`src/rtl/fifo_share_arb_if.sv`:
```
// fifo_share_arb_if: requester, FIFO-side and drain-control signals of fifo_share_arb
// slave modport: the arbiter side; master modport: requesters and the attached FIFO.
interface fifo_share_arb_if #(
  parameter int DW = 4,
  parameter int DEPTH = 16
);
  localparam int LW = $clog2(DEPTH + 1);
  logic req_a, req_b;
  logic [DW-1:0] din_a, din_b;
  logic gnt_a, gnt_b;
  logic [DW-1:0] fifo_din;
  logic fifo_wr_en, fifo_rd_en;
  logic fifo_full, fifo_empty;
  logic drain_start, drain_busy, drain_done;
  logic rd_valid;
  logic [LW-1:0] level;
  logic err;
  modport slave (
    input  req_a, req_b, din_a, din_b, fifo_full, fifo_empty, drain_start,
    output gnt_a, gnt_b, fifo_din, fifo_wr_en, fifo_rd_en, drain_busy, drain_done, rd_valid, level, err
  );
  modport master (
    output req_a, req_b, din_a, din_b, fifo_full, fifo_empty, drain_start,
    input  gnt_a, gnt_b, fifo_din, fifo_wr_en, fifo_rd_en, drain_busy, drain_done, rd_valid, level, err
  );
endinterface

```
`src/rtl/fifo_share_arb.sv`:
```
// fifo_share_arb: round-robin sharing of one native FIFO write port by two requesters plus a burst drainer
// Ports: CLK; RST_N (async, active-low); bus (fifo_share_arb_if.slave):
//   req_a/req_b, din_a/din_b in, gnt_a/gnt_b out  - requester handshakes
//   fifo_din, fifo_wr_en, fifo_rd_en out; fifo_full, fifo_empty in - native FIFO port
//   drain_start in; drain_busy, drain_done, rd_valid out - read burst control
//   level out (internal occupancy), err out (sticky protocol error)
// Define FIFO_ERR_CHECK_EN to build the full/empty misuse checker; otherwise err is constant 0.
module fifo_share_arb #(
  parameter int DW = 4,
  parameter int DEPTH = 16,
  parameter int BURST = 2
) (
  input logic CLK,
  input logic RST_N,
  fifo_share_arb_if.slave bus
);
  localparam int LW = $clog2(DEPTH + 1);
  localparam int CW = $clog2(BURST + 1);
  typedef enum logic [1:0] {IDLE, DRAIN, DONE} state_t;
  state_t state_q, state_d;
  logic [CW-1:0] cnt_q, cnt_d;
  logic [LW-1:0] level_q, level_d;
  logic [DW-1:0] fifo_din_q, fifo_din_d;
  logic gnt_a_q, gnt_a_d, gnt_b_q, gnt_b_d;
  logic wr_q, wr_d, rd_q, rd_d, rd_valid_q, rd_valid_d;
  logic busy_q, busy_d, done_q, done_d, last_b_q, last_b_d;
  logic elig_a, elig_b;

  // A requester granted last cycle sits out one cycle, so each side gets at most one word per two cycles.
  always_comb begin
    elig_a = bus.req_a && !gnt_a_q && level_q < LW'(DEPTH);
    elig_b = bus.req_b && !gnt_b_q && level_q < LW'(DEPTH);
    gnt_a_d = elig_a && (!elig_b || last_b_q);
    gnt_b_d = elig_b && !gnt_a_d;
    wr_d = gnt_a_d || gnt_b_d;
    fifo_din_d = gnt_a_d ? bus.din_a : gnt_b_d ? bus.din_b : '0;
    last_b_d = wr_d ? gnt_b_d : last_b_q;
  end

  // The drain ends when the burst is used up or when the words present before this cycle's
  // write are exhausted, so a requester refilling during the drain does not extend it.
  always_comb begin
    state_d = state_q;
    cnt_d = cnt_q;
    rd_d = 1'b0;
    done_d = 1'b0;
    case (state_q)
      IDLE: begin
        cnt_d = '0;
        if (bus.drain_start) state_d = DRAIN;
      end
      DRAIN: begin
        rd_d = level_q != '0 && cnt_q < CW'(BURST);
        cnt_d = cnt_q + CW'(rd_d);
        if (cnt_d == CW'(BURST) || level_q == LW'(rd_d)) state_d = DONE;
      end
      default: begin
        done_d = 1'b1;
        state_d = IDLE;
      end
    endcase
    busy_d = state_d != IDLE;
    rd_valid_d = rd_q;
    level_d = level_q + LW'(wr_d) - LW'(rd_d);
  end

  always_ff @(posedge CLK or negedge RST_N)
    if (!RST_N) begin
      state_q <= IDLE;
      cnt_q <= '0;
      level_q <= '0;
      fifo_din_q <= '0;
      gnt_a_q <= 1'b0;
      gnt_b_q <= 1'b0;
      wr_q <= 1'b0;
      rd_q <= 1'b0;
      rd_valid_q <= 1'b0;
      busy_q <= 1'b0;
      done_q <= 1'b0;
      last_b_q <= 1'b1;
    end else begin
      state_q <= state_d;
      cnt_q <= cnt_d;
      level_q <= level_d;
      fifo_din_q <= fifo_din_d;
      gnt_a_q <= gnt_a_d;
      gnt_b_q <= gnt_b_d;
      wr_q <= wr_d;
      rd_q <= rd_d;
      rd_valid_q <= rd_valid_d;
      busy_q <= busy_d;
      done_q <= done_d;
      last_b_q <= last_b_d;
    end

`ifdef FIFO_ERR_CHECK_EN
  logic err_q, err_d;
  // The FIFO acts on the edge after an enable is presented, so the flags are judged at that edge.
  always_comb err_d = err_q || (wr_q && bus.fifo_full) || (rd_q && bus.fifo_empty);
  always_ff @(posedge CLK or negedge RST_N)
    if (!RST_N) err_q <= 1'b0;
    else err_q <= err_d;
  assign bus.err = err_q;
`else
  logic unused_flags;
  assign unused_flags = bus.fifo_full ^ bus.fifo_empty;
  assign bus.err = 1'b0;
`endif

  assign bus.gnt_a = gnt_a_q;
  assign bus.gnt_b = gnt_b_q;
  assign bus.fifo_din = fifo_din_q;
  assign bus.fifo_wr_en = wr_q;
  assign bus.fifo_rd_en = rd_q;
  assign bus.rd_valid = rd_valid_q;
  assign bus.drain_busy = busy_q;
  assign bus.drain_done = done_q;
  assign bus.level = level_q;
endmodule

```
`src/flat_wrapper.sv`:
```
// flat-port wrapper written by rule: the top's interface ports become plain ports
module fifo_share_arb_flat 
#(
  parameter int DW = 4,
  parameter int DEPTH = 16,
  parameter int BURST = 2
)
  (CLK, RST_N, bus_req_a, bus_req_b, bus_din_a, bus_din_b, bus_fifo_full, bus_fifo_empty, bus_drain_start, bus_gnt_a, bus_gnt_b, bus_fifo_din, bus_fifo_wr_en, bus_fifo_rd_en, bus_drain_busy, bus_drain_done, bus_rd_valid, bus_level, bus_err);
  fifo_share_arb_if #(.DW(DW), .DEPTH(DEPTH)) bus_i ();
  input logic CLK;
  input logic RST_N;
  input wire logic [$bits(bus_i.req_a)-1:0] bus_req_a;
  input wire logic [$bits(bus_i.req_b)-1:0] bus_req_b;
  input wire logic [$bits(bus_i.din_a)-1:0] bus_din_a;
  input wire logic [$bits(bus_i.din_b)-1:0] bus_din_b;
  input wire logic [$bits(bus_i.fifo_full)-1:0] bus_fifo_full;
  input wire logic [$bits(bus_i.fifo_empty)-1:0] bus_fifo_empty;
  input wire logic [$bits(bus_i.drain_start)-1:0] bus_drain_start;
  output wire logic [$bits(bus_i.gnt_a)-1:0] bus_gnt_a;
  output wire logic [$bits(bus_i.gnt_b)-1:0] bus_gnt_b;
  output wire logic [$bits(bus_i.fifo_din)-1:0] bus_fifo_din;
  output wire logic [$bits(bus_i.fifo_wr_en)-1:0] bus_fifo_wr_en;
  output wire logic [$bits(bus_i.fifo_rd_en)-1:0] bus_fifo_rd_en;
  output wire logic [$bits(bus_i.drain_busy)-1:0] bus_drain_busy;
  output wire logic [$bits(bus_i.drain_done)-1:0] bus_drain_done;
  output wire logic [$bits(bus_i.rd_valid)-1:0] bus_rd_valid;
  output wire logic [$bits(bus_i.level)-1:0] bus_level;
  output wire logic [$bits(bus_i.err)-1:0] bus_err;
  assign bus_i.req_a = bus_req_a;
  assign bus_i.req_b = bus_req_b;
  assign bus_i.din_a = bus_din_a;
  assign bus_i.din_b = bus_din_b;
  assign bus_i.fifo_full = bus_fifo_full;
  assign bus_i.fifo_empty = bus_fifo_empty;
  assign bus_i.drain_start = bus_drain_start;
  assign bus_gnt_a = bus_i.gnt_a;
  assign bus_gnt_b = bus_i.gnt_b;
  assign bus_fifo_din = bus_i.fifo_din;
  assign bus_fifo_wr_en = bus_i.fifo_wr_en;
  assign bus_fifo_rd_en = bus_i.fifo_rd_en;
  assign bus_drain_busy = bus_i.drain_busy;
  assign bus_drain_done = bus_i.drain_done;
  assign bus_rd_valid = bus_i.rd_valid;
  assign bus_level = bus_i.level;
  assign bus_err = bus_i.err;
  fifo_share_arb #(.DW(DW), .DEPTH(DEPTH), .BURST(BURST)) u_core (.CLK(CLK), .RST_N(RST_N), .bus(bus_i));
endmodule
```
`config.mk`:
```
export PLATFORM = sky130hd
export DESIGN_NAME = fifo_share_arb_flat
export DESIGN_NICKNAME = d
export VERILOG_FILES = /design/src/rtl/fifo_share_arb_if.sv /design/src/rtl/fifo_share_arb.sv /design/src/flat_wrapper.sv
export SDC_FILE = /design/constraint.sdc
export NUM_CORES = 1
export LEC_CHECK = 0
export ABC_AREA = 1
export CAP_MARGIN = 10
export CORE_ASPECT_RATIO = 1.5
export CORE_MARGIN = 2
export CORE_UTILIZATION = 48
export CTS_CLUSTER_DIAMETER = 80
export DETAILED_ROUTE_END_ITERATION = 12
export PLACE_DENSITY = 0.83
export SYNTH_ARGS = -nofsm -noshare
export SYNTH_HDL_FRONTEND = slang
export SYNTH_SLANG_ARGS = --single-unit
export TNS_END_PERCENT = 50
```
`constraint.sdc`:
```
create_clock -name CLK -period 4.75 [get_ports CLK]
set_input_delay 0.475 -clock CLK [delete_from_list [all_inputs] [get_ports CLK]]
set_output_delay 0.475 -clock CLK [all_outputs]
set_load 0.05 [all_outputs]
```
* After elaboration in Yosys (flattened, before gate mapping)
Cells that the tools add are included.
Storage, ports and cells: logic and storage cells 47, input port bits 15, register bits 21
Cells by class: add/subtract/negate cells 3, reduce and logical (&&, ||, !) cells 19, muxes and demuxes 8, eq/ne operators 3, order comparisons 2
Operators by type and width (number):
- $mux 4 | 2
- $pmux 2 s2 | 2
- $logic_and 1x1->1 | 7
- $add 5x1->5 | 1
- $eq 5x1->1 | 1
- $lt 5x5->1 const B | 1
- $reduce_bool 5->1 | 1
- $sub 5x1->5 | 1
- $logic_not 1->1 | 4
- $mux 2 | 2
- $reduce_bool 2->1 | 2
- $logic_or 1x1->1 | 3
- $add 2x1->2 | 1
- $eq 2x1->1 const B | 1
- $eq 2x2->1 const B | 1
- $logic_not 2->1 | 1
- $lt 2x2->1 const B | 1
- $mux 1 | 2
- $reduce_or 2->1 | 1

* Logic depth before layout (Yosys ltp)
depth in word-level cells 11, depth in mapped cells 13

* Least setup slack after synthesis
No wires, ideal clock.
path kind reg2reg, from register u_core.level_q[2], in the netlist u_core.bus.level[2], to register u_core.level_q[4], in the netlist u_core.bus.level[4], clock period less this slack 2.500 ns, data arrival time 2.421 ns, path slack 2.250 ns, stages on the path, launching flop included 14, required time 4.671 ns, cells stage by stage dfrtp_1 inv_1 ha_1 nand3_1 nand2_1 nor2_1 ha_1 inv_1 ha_1 inv_1 fa_1 nand3b_1 nand2_1 xor2_1
Between the ends: elaborated cells between the ends (all ways) 14, those cells by class add/sub (2); order compare (1); mux (1); reduce/logical (10)
RTL lines:
- start, declared | RTL line fifo_share_arb.sv:22 | logic [LW-1:0] level_q, level_d;
- start signal, assigned | RTL line fifo_share_arb.sv:84 | level_q <= level_d;
- $reduce_bool 5->1 | RTL line fifo_share_arb.sv:53 | rd_d = level_q != '0 && cnt_q < CW'(BURST);
- $logic_and 1x1->1 | RTL line fifo_share_arb.sv:53
- $mux 1 | RTL line fifo_share_arb.sv:47 | case (state_q)
- net u_core.rd_d | RTL line fifo_share_arb.sv:25 | logic wr_q, wr_d, rd_q, rd_d, rd_valid_q, rd_valid_d;
- $sub 5x1->5 | RTL line fifo_share_arb.sv:64 | level_d = level_q + LW'(wr_d) - LW'(rd_d);
- net u_core.level_d[4] | RTL line fifo_share_arb.sv:22
The timed path passes the listed nets, and every way through them passes these cells. A chain may end at the register's enable or synchronous reset.

* Final worst setup path
Same ends and word-level chain as after synthesis.

==> out/results.ini <==
[status]
status=finished clean

[worst_hold_path]
hold_class=reg -> reg
hold_start=u_core.bus.fifo_rd_en

[synthesis]
synthCells=100
ys_seq_area_share_pct=53.4
ys_async_sr_fraction_pct=100
synth_top_cell_by_area=dfrtp_1
ys_warn_count=0
synth_flop_cell=dfrtp_1
ys_types=20
synth_area_um2=986
synth_edf_count=0
synth_nets=123
yosys.area.top_type_share_pct=50.8
syn_area_per_cell_um2=9.86
post-synth-top-count-cell=dfrtp_1
synth-seq-cells=21
synth_common_cells=dfrtp_1, inv_1, nand2_1, nand3_1, ha_1
synth_area_leaders=dfrtp_1, ha_1, inv_1, nand3_1, nand2_1

[sta]
hold_viol=0
relSlewSlack_pct=39.4
finalSetupTns_ns=0
fin_crit_ns=2.42
clock_skew_ns=0.00514
setup_viol=0
rsz0062_at_grt=false
finalCritPeriodShare_pct=51.0
worst_pin_slew_ns=0.906
slew_viol_final=0
fmax_ghz=0.413

[routing]
drc_errors=0
first_iter_violations=12
vias=777
wl_per_cell_um=12.6
first_pass_iters=4
routed_wl_um=1910
ant_nets=0
post_drt_via_cell_ratio=5.11

[clocking]
cts_sinks=21
cts_tree=done
cts_resized=0
cts_setup_buffers=0
htreeDepth=1
hold_buffers=0
cts_buffers=3
clk_pin_slew_ns=0.11
cts_buffer_depth=2
cts-root-buf=clkbuf_4
clk_latency_ns=0.31

[global_routing]
antenna_found_initial=0
grt_pass1_vias=770
grt_max_degree=22
grt_usage_pct=19.1
grt_first_pass_wirelength_um=3130
grt-ovfl-total=0

[floorplan]
num_rows=20
start_util_pct=49.9
io_pins=32
dieHeight_um=59.5
core_region_area_mm2=0.00198
die_x_um=41.0
dieArea_mm2=0.00244

[critical_path]
worst-path-buf-inv=3
crit_path_max_incr_delay_ns=0.40
crit_required_ns=4.99
crit_path_max_fanout=3
worstSetupPathType=reg -> reg
end_kind=register
worst_path_max_delay_cell=dfrtp_1
cp_top_family=adder cells
crit_path_start=u_core.bus.level[2]
crit_arrival_ns=2.66
worst_setup_path_start_kind=register
path_cells=inv_1 -> ha_1 -> nand3_1 -> nand2_1 -> nor2_1 -> ha_1 -> inv_1 -> ha_1 -> inv_1 -> fa_1 -> nand3b_1 -> nand2_1 -> xor2_1
r2r-start=u_core.bus.level[2]

[layout]
nets=154
drive_gt1_share_pct=6.15
n_fill_cell=173
area_delta_synth_final_pct=32.7
antenna_cells=0

[flow_run]
maxCapViolations=0

[placed_design]
port-buffer-count=28
dp.final_hpwl_um=1480
globalplace.congestion=0.780

## stage by stage
stage	setup WS (ns)	cells	util, %	cell area (um2)	hold slack [ns]
6_report	2.33	152	66.2	1310	0.382
5_1_grt	2.14	152	66.2	1310	0.408
4_1_cts	2.32	152	66.2	1310	0.386
3_5_place_dp	2.11	148	64.9	1280	0.360
3_3_place_gp	2.19	148	64.9	1280	0.359
2_1_floorplan	2.25	100	-	986	0.179
## state kept, by name, summed over array words and instances, names as in the netlist
name	count
u_core.bus.rd_valid	1
u_core.cnt_q	2
u_core.bus.level	5
u_core.bus.drain_done	1
u_core.bus.gnt_b	1
u_core.bus.drain_busy	1
u_core.last_b_q	1
u_core.bus.fifo_wr_en	1
u_core.bus.gnt_a	1
u_core.bus.fifo_rd_en	1
u_core.bus.fifo_din	4
u_core.state_q	2
## cells in the final DEF, fill, tap and decap left out, drive strengths merged
cell type       n
nand3b          1
nand3          13
clkdlybuf4s50  28
nor3b           1
nor3            1
a21oi           3
clkbuf          4
dfstp           1
xnor2           2
conb            1
inv            19
dfrtp          20
nor2            5
ha              7
xor2            3
o21ai           3
fa              1
nand2          17
## worst paths after layout
path	end	slack, ns	depth (start not counted)
max reg2reg	u_core.bus.level[4]	2.33	13
max	u_core.bus.level[4]	2.33	13
max in group asynchronous	u_core.bus.fifo_wr_en	3.53	1
min in group asynchronous	u_core.bus.level[2]	0.66	1
min	u_core.bus.rd_valid	0.38	0
min reg2reg	u_core.bus.rd_valid	0.38	0
## kinds of logic (layout without fill, tap and decap cells)
| logic type | after synthesis | count (layout) | synth area share, % |
|---|---|---|---|
| buf+inv | 21 | 51 | 8.38 |
| other cells | 1 | 1 | 0.380 |
| fa+ha+maj | 8 | 8 | 10.9 |
| compound gates | 6 | 6 | 3.04 |
| simple gates | 38 | 38 | 19.4 |
| flops | 21 | 21 | 53.4 |
| xor+xnor | 5 | 5 | 4.44 |
## final cells by class
| type | count | area [um2] | share of cell area (%) |
|---|---|---|---|
| clock buffers | 4 | 26.3 | 2.01 |
| inverters | 19 | 71.3 | 5.45 |
| multi-input cells | 58 | 377 | 28.8 |
| flip-flops and latches | 21 | 527 | 40.2 |
| well taps | 22 | 27.5 | 2.10 |
| repair buffers | 28 | 280 | 21.4 |
## layer usage
metal | vias up | GRT usage (%) | part of all wire (%)
met3 | 7 | 2.26 | 5.7
met1 | 372 | 21.8 | 37
met5 | - | 0 | 0
li1 | 367 | - | -
met2 | 31 | 32.4 | 54
met4 | 0 | 10.0 | 3.0
## worst reg2reg max path: cells and delay by family (launching register included)
kind,cells,cell delay [ns]
xor+xnor,1,0.14
fa+ha+maj,4,1.04
buf+inv,3,0.21
flops,1,0.40
simple gates,5,0.56
Power is left out: the tool's default activity adds up to more than one toggle a clock period on the data nets, which glitch-free logic cannot reach.
